<file path="config.mk">
export PLATFORM = sky130hd
export DESIGN_NAME = dmem_responder_flat
export DESIGN_NICKNAME = d
export VERILOG_FILES = /design/src/rtl/dmem_responder_if.sv /design/src/rtl/dmem_responder.sv /design/src/flat_wrapper.sv
export SDC_FILE = /design/constraint.sdc
export NUM_CORES = 2
export LEC_CHECK = 0
export BUFFER_PORTS_ARGS = -buffer_cell sky130_fd_sc_hd__buf_2
export CORE_ASPECT_RATIO = 0.7
export CORE_MARGIN = 2
export CORE_UTILIZATION = 30
export DETAILED_ROUTE_END_ITERATION = 8
export SLEW_MARGIN = 30
export SYNTH_ARGS = -nofsm -noshare
export SYNTH_HDL_FRONTEND = slang
export SYNTH_SLANG_ARGS = --single-unit
</file>
<file path="constraint.sdc">
create_clock -name clk -period 27 [get_ports clk]
set_clock_uncertainty 0.05 [all_clocks]
set_input_delay 2.7 -clock clk [delete_from_list [all_inputs] [get_ports clk]]
set_output_delay 2.7 -clock clk [all_outputs]
set_load 0.02 [all_outputs]
</file>
<file path="src/rtl/dmem_responder_if.sv">
// Request/response bus between a load/store initiator and dmem_responder.
// master: drives req_valid, MemRead, MemWrite, addr, wr_data, func3;
//         receives req_ready, rsp_valid, rd_data, access_err.
// slave:  the mirror image, used by the responder.
interface dmem_responder_if #(
    parameter int DM_ADDRESS = 9,
    parameter int DATA_W     = 32
) ();
    logic                  req_valid;
    logic                  req_ready;
    logic                  MemRead;
    logic                  MemWrite;
    logic [DM_ADDRESS-1:0] addr;
    logic [DATA_W-1:0]     wr_data;
    logic [2:0]            func3;
    logic                  rsp_valid;
    logic [DATA_W-1:0]     rd_data;
    logic                  access_err;

    modport master (
        output req_valid, MemRead, MemWrite, addr, wr_data, func3,
        input  req_ready, rsp_valid, rd_data, access_err
    );

    modport slave (
        input  req_valid, MemRead, MemWrite, addr, wr_data, func3,
        output req_ready, rsp_valid, rd_data, access_err
    );
endinterface

</file>
<file path="src/rtl/dmem_responder.sv">
// Byte-addressable data memory with a valid/ready request side and a
// one-cycle response pulse after WAIT_CYCLES wait states.
// Ports: clk, reset (async, active-high), bus (dmem_responder_if.slave):
//   req_valid/req_ready handshake, MemRead/MemWrite/addr/wr_data/func3
//   request fields, rsp_valid pulse with rd_data and access_err.
module dmem_responder #(
    parameter int DM_ADDRESS  = 9,
    parameter int DATA_W      = 32,
    parameter int WAIT_CYCLES = 2
) (
    input  logic             clk,
    input  logic             reset,
    dmem_responder_if.slave  bus
);
    localparam int         LP_WORDS = 2 ** (DM_ADDRESS - 2);
    localparam logic [3:0] LP_WLOAD =
        (WAIT_CYCLES > 0) ? 4'(WAIT_CYCLES - 1) : 4'd0;

    typedef enum logic [1:0] {S_IDLE, S_WAIT, S_RESP} state_t;

    state_t                r_state;
    logic [3:0]            r_cnt;
    logic                  r_rd;
    logic                  r_wr;
    logic [DM_ADDRESS-1:0] r_addr;
    logic [DATA_W-1:0]     r_wdata;
    logic [2:0]            r_f3;
    logic                  r_rsp_valid;
    logic [DATA_W-1:0]     r_rd_data;
    logic                  r_err;
    logic [DATA_W-1:0]     r_mem [LP_WORDS];

    logic                  w_ready;
    logic                  w_accept;
    logic                  w_enter_resp;
    logic                  w_rd;
    logic                  w_wr;
    logic [DM_ADDRESS-1:0] w_addr;
    logic [DATA_W-1:0]     w_wdata;
    logic [2:0]            w_f3;
    logic [1:0]            w_lane;
    logic [DATA_W-1:0]     w_word;
    logic [DATA_W-1:0]     w_rsh;
    logic [DATA_W-1:0]     w_wsh;
    logic [3:0]            w_be;
    logic [DATA_W-1:0]     w_rdata;
    logic                  w_err;

    assign w_ready  = (r_state == S_IDLE) && !reset;
    assign w_accept = bus.req_valid && w_ready;

    // With zero wait states RESP is entered on the accept edge itself,
    // so the decode must look at the live bus rather than the capture.
    assign w_enter_resp =
        (r_state == S_WAIT && r_cnt == 4'd0) ||
        (w_accept && WAIT_CYCLES == 0);

    assign w_rd    = (r_state == S_IDLE) ? bus.MemRead  : r_rd;
    assign w_wr    = (r_state == S_IDLE) ? bus.MemWrite : r_wr;
    assign w_addr  = (r_state == S_IDLE) ? bus.addr     : r_addr;
    assign w_wdata = (r_state == S_IDLE) ? bus.wr_data  : r_wdata;
    assign w_f3    = (r_state == S_IDLE) ? bus.func3    : r_f3;

    assign w_lane = w_addr[1:0];
    assign w_word = r_mem[w_addr[DM_ADDRESS-1:2]];
    assign w_rsh  = w_word >> {w_lane, 3'b000};
    assign w_wsh  = w_wdata << {w_lane, 3'b000};

    // A simultaneous read+write request is handled as a store.
    always_comb begin
        w_be    = 4'b0000;
        w_rdata = '0;
        w_err   = 1'b0;
        if (w_wr) begin
            unique case (w_f3)
                3'b000: w_be = 4'b0001 << w_lane;
                3'b001: begin
                    if (w_lane[0]) w_err = 1'b1;
                    else           w_be  = 4'b0011 << w_lane;
                end
                3'b010: begin
                    if (w_lane != 2'd0) w_err = 1'b1;
                    else                w_be  = 4'b1111;
                end
                default: w_err = 1'b1;
            endcase
        end else if (w_rd) begin
            unique case (w_f3)
                3'b000: w_rdata = {{(DATA_W-8){w_rsh[7]}}, w_rsh[7:0]};
                3'b100: w_rdata = {{(DATA_W-8){1'b0}}, w_rsh[7:0]};
                3'b001, 3'b101: begin
                    if (w_lane[0])
                        w_err = 1'b1;
                    else
                        w_rdata = {{(DATA_W-16){w_rsh[15] & ~w_f3[2]}},
                                   w_rsh[15:0]};
                end
                3'b010: begin
                    if (w_lane != 2'd0) w_err   = 1'b1;
                    else                w_rdata = w_word;
                end
                default: w_err = 1'b1;
            endcase
        end
    end

    // Storage is deliberately outside the reset domain.
    always_ff @(posedge clk) begin
        if (!reset && w_enter_resp) begin
            for (int i = 0; i < 4; i++) begin
                if (w_be[i])
                    r_mem[w_addr[DM_ADDRESS-1:2]][8*i +: 8] <= w_wsh[8*i +: 8];
            end
        end
    end

    always_ff @(posedge clk or posedge reset) begin
        if (reset) begin
            r_state     <= S_IDLE;
            r_cnt       <= 4'd0;
            r_rd        <= 1'b0;
            r_wr        <= 1'b0;
            r_addr      <= '0;
            r_wdata     <= '0;
            r_f3        <= 3'd0;
            r_rsp_valid <= 1'b0;
            r_rd_data   <= '0;
            r_err       <= 1'b0;
        end else begin
            r_rsp_valid <= 1'b0;
            r_rd_data   <= '0;
            r_err       <= 1'b0;
            unique case (r_state)
                S_IDLE: begin
                    if (w_accept) begin
                        r_rd    <= bus.MemRead;
                        r_wr    <= bus.MemWrite;
                        r_addr  <= bus.addr;
                        r_wdata <= bus.wr_data;
                        r_f3    <= bus.func3;
                        if (WAIT_CYCLES == 0) begin
                            r_state <= S_RESP;
                        end else begin
                            r_state <= S_WAIT;
                            r_cnt   <= LP_WLOAD;
                        end
                    end
                end
                S_WAIT: begin
                    if (r_cnt == 4'd0) r_state <= S_RESP;
                    else               r_cnt   <= r_cnt - 4'd1;
                end
                S_RESP:  r_state <= S_IDLE;
                default: r_state <= S_IDLE;
            endcase
            if (w_enter_resp) begin
                r_rsp_valid <= 1'b1;
                r_rd_data   <= w_rdata;
                r_err       <= w_err;
            end
        end
    end

    assign bus.req_ready  = w_ready;
    assign bus.rsp_valid  = r_rsp_valid;
    assign bus.rd_data    = r_rd_data;
    assign bus.access_err = r_err;
endmodule

</file>
<file path="src/flat_wrapper.sv">
// flat-port wrapper written by rule: the top's interface ports become plain ports
module dmem_responder_flat 
#(
    parameter int DM_ADDRESS  = 9,
    parameter int DATA_W      = 32,
    parameter int WAIT_CYCLES = 2
)
  (clk, reset, bus_req_valid, bus_MemRead, bus_MemWrite, bus_addr, bus_wr_data, bus_func3, bus_req_ready, bus_rsp_valid, bus_rd_data, bus_access_err);
  dmem_responder_if #(.DM_ADDRESS(DM_ADDRESS), .DATA_W(DATA_W)) bus_i ();
  input  logic clk;
  input  logic reset;
  input wire logic [$bits(bus_i.req_valid)-1:0] bus_req_valid;
  input wire logic [$bits(bus_i.MemRead)-1:0] bus_MemRead;
  input wire logic [$bits(bus_i.MemWrite)-1:0] bus_MemWrite;
  input wire logic [$bits(bus_i.addr)-1:0] bus_addr;
  input wire logic [$bits(bus_i.wr_data)-1:0] bus_wr_data;
  input wire logic [$bits(bus_i.func3)-1:0] bus_func3;
  output wire logic [$bits(bus_i.req_ready)-1:0] bus_req_ready;
  output wire logic [$bits(bus_i.rsp_valid)-1:0] bus_rsp_valid;
  output wire logic [$bits(bus_i.rd_data)-1:0] bus_rd_data;
  output wire logic [$bits(bus_i.access_err)-1:0] bus_access_err;
  assign bus_i.req_valid = bus_req_valid;
  assign bus_i.MemRead = bus_MemRead;
  assign bus_i.MemWrite = bus_MemWrite;
  assign bus_i.addr = bus_addr;
  assign bus_i.wr_data = bus_wr_data;
  assign bus_i.func3 = bus_func3;
  assign bus_req_ready = bus_i.req_ready;
  assign bus_rsp_valid = bus_i.rsp_valid;
  assign bus_rd_data = bus_i.rd_data;
  assign bus_access_err = bus_i.access_err;
  dmem_responder #(.DM_ADDRESS(DM_ADDRESS), .DATA_W(DATA_W), .WAIT_CYCLES(WAIT_CYCLES)) u_core (.clk(clk), .reset(reset), .bus(bus_i));
endmodule
</file>
# After elaboration in Yosys (flattened, before gate mapping)
# Memory sizes are Yosys's and may differ from the RTL's.
# Cells that the tools add are included.
# op_classes
n_addsub	1
n_eq_ne	8
n_shift	4
n_mux	41
bitwise	2
n_reduce_logical	15
# ops
operator	count
$mux W32	6
$pmux W32 S4	1
$shl A32 B5 Y32	1
$shr A32 B5 Y16	1
$mux W1	20
$mux W4	5
$pmux W4 S3	1
$mux W9	1
$pmux W4 S2	1
$eq A3 B3 Y1 const B	2
$pmux W1 S3	2
$logic_and A1 B1 Y1	4
$logic_not A4 Y1	1
$mux W2	2
$ne A2 B2 Y1 const B	2
$pmux W2 S2	1
$reduce_and A2 Y1	2
$reduce_bool A2 Y1	2
$reduce_or A2 Y1	2
$shl A1 B2 Y4 const A	1
$shl A2 B2 Y4 const A	1
$sub A4 B1 Y4 const B	1
$eq A3 B1 Y1 const B	1
$eq A3 B2 Y1 const B	1
other kinds (9)	9
# word_totals
ff_bits	86
ramBits	4096
output_inout_bits	35
word_cells	82
memories	1
# mem_list
name	depth	word_bits	read_ports	rd_ports_with_merged_regs	write_ports	line	source
u_core.r_mem	128	32	1	0	1	dmem_responder.sv:31	logic [DATA_W-1:0] r_mem [LP_WORDS];

# Depth between registers and ports, before layout
# An unclocked memory read counts as a cell.
# logic_depth
depth_word	10
mapped_depth	18
ltp_nobuf	10

# Least setup slack after synthesis
# No wires, ideal clock.
# synth_timing
path_kind	input port to flip-flop
start	input port bus_addr[0]
end	memory u_core.r_mem[0][10], data pin
setup_ns	1.321
arrival_ns	9.616
setup_slack_ns	16.013
stages	6
n_path_buf	3
cell_sequence	clkbuf_1 mux2i_1 clkbuf_1 clkbuf_1 nand2_1 a311oi_1
# synth_via
elab_chain_len	2
# synth_rtl
element	line	source
start: declaration	flat_wrapper.sv:15	input wire logic [$bits(bus_i.addr)-1:0] bus_addr;
$mux W9	dmem_responder.sv:60	assign w_addr = (r_state == S_IDLE) ? bus.addr : r_addr;
$shl A32 B5 Y32	dmem_responder.sv:67	assign w_wsh = w_wdata << {w_lane, 3'b000};
net u_core.w_wsh[10]	dmem_responder.sv:44	logic [DATA_W-1:0] w_wsh;
end: declaration	dmem_responder.sv:31	
# The timed path passes the listed nets, and every way through them passes these cells.

# Worst setup path after layout
# layout_timing
start	input port bus_addr[2]
end	register u_core.r_rd_data[30] (netlist: u_core.bus.rd_data[30])
# layout_via
elab_chain_len	9
word_cells_on_any_way	10
cone_classes	1 x shift; 7 x mux; 1 x bitwise; 1 x memory
# layout_rtl
element	line	source
$mux W9 *	dmem_responder.sv:60	
$mem_v2 Z128 W32 *	-	
$shr A32 B5 Y16	dmem_responder.sv:66	assign w_rsh = w_word >> {w_lane, 3'b000};
$and A1 B1 Y1	dmem_responder.sv:95	w_rdata = {{(DATA_W-16){w_rsh[15] & ~w_f3[2]}},
$mux W32	dmem_responder.sv:92	if (w_lane[0])
$pmux W32 S4 *	dmem_responder.sv:88	unique case (w_f3)
$mux W32 *	dmem_responder.sv:87	end else if (w_rd) begin
$mux W32 *	dmem_responder.sv:74	if (w_wr) begin
$mux W32 *	dmem_responder.sv:156	if (w_enter_resp) begin
end signal: assignment	dmem_responder.sv:158	r_rd_data <= w_rdata;
end: declaration	dmem_responder.sv:29	logic [DATA_W-1:0] r_rd_data;
# Mark *: on every way between the ends. The rest lies on a longest branch, timed or not.
# A chain may end at the register's enable or synchronous reset.

==> impl_summary.txt <==
----------------------------------------------------
[Final layout]
  Most used cells in the layout excluding fill and tap cells ... edfxtp_1, o22ai_1, nand2_1
  Synth-to-Final Area Change ... 14.2%
  Final cell count without fillers ... between 15000 and 20000
  Most common cell after layout, fill and taps aside ... edfxtp_1
  Post-layout net count ... 10400
  Ratio of cells with drive above 1 in the final layout ... between 10% and 20%

[Clock network]
  Htree depth ... 5
  Buffer levels on the longest clock path ... 4
  Hold buffer count at CTS ... 0
  Total number of clock tree sinks ... 4182
  Number of buffers added by the clock tree synthesis step ... 361
  Number of buffers inserted to repair setup after CTS ... 0
  Clock tree from TritonCTS ... yes
  CTS root buffer ... clkbuf_16
  Clock latency on the worst-skew pair ... between 900 and 1000 ps
  Clock-pin slew reported for the worst setup and hold paths after clock tree synthesis ... 70 ps
  Number of cells upsized or downsized after cts ... 0

[Route]
  Average routed wire per standard cell ... between 30 and 40 um
  Drt pass-1 iters ... 6
  Final antenna-violating net count ... 0
  Vias after detailed routing ... approximately 110k
  Total Routed Length ... 608000 um
  Count of unresolved DRC violations after routing ... 1
  Average vias per placed instance ... 5.98
  Initial drt markers ... 21800

[Setup path]
  Required time worst endpoint ... about 28000 ps
  CP Buf/Inv Count ... 7
  Critical path arrival ... ~11000 ps
  Max stage delay cell, worst path ... a2111o_1
  Critical path type ... input pin to flop
  Worst path max stage delay ... approximately 840 ps
  Maximum net fanout on the critical path ... between 100 and 150
  Top cell by count, worst path ... buf_4
  Critical Path Sink Type ... flop
  Critical Path Source Type ... input pin
  Worst path cell trace ... buf_2 > or3b_4 > nand2_8 > buf_12 > buf_4 > buf_4 > buf_4 > buf_4 > a211oi_1 > o41ai_1 > a41oi_1 > buf_4 > a2111o_1 > mux2i_1 > nand3_1 > nand2_1 > a21o_1
  Top cell family by delay on the critical path ... buffers and inverters

[Synthesis]
  Yosys top cell by area ... edfxtp_1
  Seq/Total Area, Yosys ... about four fifths
  Proportion of register bits with asynchronous set or reset after synthesis ... 2.06%
  Synthesized net count ... ~10000
  Post-synthesis cell type count ... roughly 90
  Gate count after technology mapping ... around 10000
  Post-synth EDFFs ... a little over 4000
  Yosys Warn Count ... 0
  Post-synthesis register bit count ... about 4200
  Post-Synthesis Mean Instance Area ... about 16 um2
  Synth Cell Area ... 160000 um2
  Prevailing post-synth register cell ... edfxtp_1
  Proportion of netlist area held by the largest area contributor ... 76.9%
  Cell types occupying the most area after synthesis ... edfxtp_1, o22ai_1, nand2_1

[Floorplanning]
  Width of the die ... 877 um
  Number of standard-cell rows in the floorplan ... approximately 220
  Number of top-level design ports ... 84
  Die area ... about 540000 um2
  Standard cell core area ... around 530000 um2
  Initial core utilization ... 30.1%
  Die Y ... between 600 and 700 um

[Placement]
  Port buffer count ... 83
  Placed cell count ... 17100
  HPWL after detailed placement ... 372000 um
  Gp weighted congestion ... between 0.9 and 1

[Power]
  Static leakage power ... about 57 nW
  Maximum ir drop on the vdd rail ... 131 uV
  Pwr/cell area ... roughly 120 nW/um2

[STA]
  Count of endpoints failing hold in the final timing report ... 0
  Total negative slack ... 0 ps
  Unrepaired setup endpoints after global routing ... no
  Peak Freq ... between 90 and 100 MHz
  Setup Viol. Count Final ... 0
  Slew Limit Headroom ... a little under an eighth
  Least-Margin Pin Slew ... 1310 ps
  Final period utilization ... approximately two fifths
  Number of slew-limit violations in the final report ... 0
  Shortest period the worst path allows ... between 10000 and 15000 ps

[Worst hold path]
  Class of the tightest hold or removal check ... flop to flop

[Run]
  Max-cap check violation count ... 0

[Global route]
  Via count of the first global-routing pass ... 94000
  First-pass GRT wire length ... between 800000 and 900000 um
  Largest net degree at the start of global routing ... roughly 150
  Initial antenna violation count ... between 80 and 90
  Overall routing resource usage ... around a fifth
  GR Overflow Total ... 0

[Status]
  Violated checks ... DRC
  Result of the run ... finished with violations

----------------------------------------------------
[power by group]
group | internal (W) | total [W] | switching [W]
clock | 0.00276 | 0.00520 | 0.00244
combinational | 0.00174 | 0.00851 | 0.00677
sequential | 0.00874 | 0.00879 | 0.0000502
total | 0.0132 | 0.0225 | 0.00926
[cell type report]
cell class | instances | area (um2)
diodes | 93 | 233
clock buffers | 457 | 9590
clock inverters | 178 | 1640
fillers | 50600 | 349000
inverters | 9 | 36.3
multi-input cells | 5263 | 33000
flip-flops and latches | 4182 | 125000
well taps | 7119 | 8910
repair buffers | 497 | 4020
[stage by stage]
step                hold WS [ps]  util [%]  power [W]  cell area [um2]  setup WS [ps]
global route                 480      34.3     0.0227           182000          16580
global placement             440      31.9     0.0167           170000          16190
CTS                          465      34.2     0.0219           182000          17230
finish                       461      34.4     0.0225           183000          16660
floorplan                    430         -     0.0132           160000          16010
detailed placement           449      32.1     0.0168           170000          16260
[layer usage]
metal / part of all wire, % / track usage (%) / vias up
met3: 19 / 11.9 / 1304
met4: 4.1 / 7.86 / 58
met2: 38 / 26.8 / 9594
met5: 0.40 / 1.96 / -
li1: - / - / 41300
met1: 38 / 30.2 / 54100
[state kept, by name, indices dropped and copies added (netlist names)]
register	flops
u_core.bus.access_err	1
u_core.bus.rd_data	32
u_core.bus.rsp_valid	1
u_core.r_addr	9
u_core.r_cnt	4
u_core.r_f3	3
u_core.r_mem	4096
u_core.r_rd	1
u_core.r_state	2
u_core.r_wdata	32
u_core.r_wr	1
[kinds of logic (layout without fill, tap and decap cells)]
kind of cell | Yosys count | count (layout) | share of synthesized area, %
DFF | 4182 | 4182 | 78.2
xor gates and xnor gates | 4 | 4 | 0.0219
AOI/OAI and AO/OA | 2322 | 2322 | 10.2
buffers and inverters | 765 | 1141 | 2.39
adders and majority gates | 1 | 1 | 0.00782
muxes | 231 | 231 | 1.51
and+or+nand+nor | 2705 | 2705 | 7.63
other | 0 | 93 | 0
[Yosys cell counts (50+ instances only)]
| cell | n |
|---|---|
| a211oi_1 | 293 |
| a21oi_1 | 70 |
| a31oi_1 | 141 |
| a32o_1 | 64 |
| a32oi_1 | 50 |
| and3_1 | 341 |
| buf_1 | 92 |
| buf_2 | 300 |
| buf_4 | 79 |
| clkbuf_1 | 247 |
| dfrtp_1 | 86 |
| edfxtp_1 | 4096 |
| mux2_2 | 67 |
| mux2i_1 | 162 |
| nand2_1 | 1109 |
| nand3_1 | 270 |
| nor2_1 | 587 |
| nor3_1 | 186 |
| nor4_1 | 121 |
| o21ai_0 | 67 |
| o221ai_1 | 81 |
| o22ai_1 | 1121 |
| o31ai_1 | 54 |
| o41ai_1 | 135 |
[path summary, 6_finish.rpt]
kind	start	endpoint	slack [ps]	cells past startpoint
max	bus_addr[2]	u_core.bus.rd_data[30]	16660	17
min	u_core.r_wdata[26]	u_core.r_wdata[26]	460	1
min reg2reg	u_core.r_wdata[26]	u_core.r_wdata[26]	460	1
min in group asynchronous	reset	u_core.bus.access_err	1890	2
max in group asynchronous	reset	u_core.r_wdata[3]	23920	3
max reg2reg	u_core.r_state[0]	u_core.bus.rd_data[30]	18110	17
No activity file was read; power rests on OpenSTA's default activity.
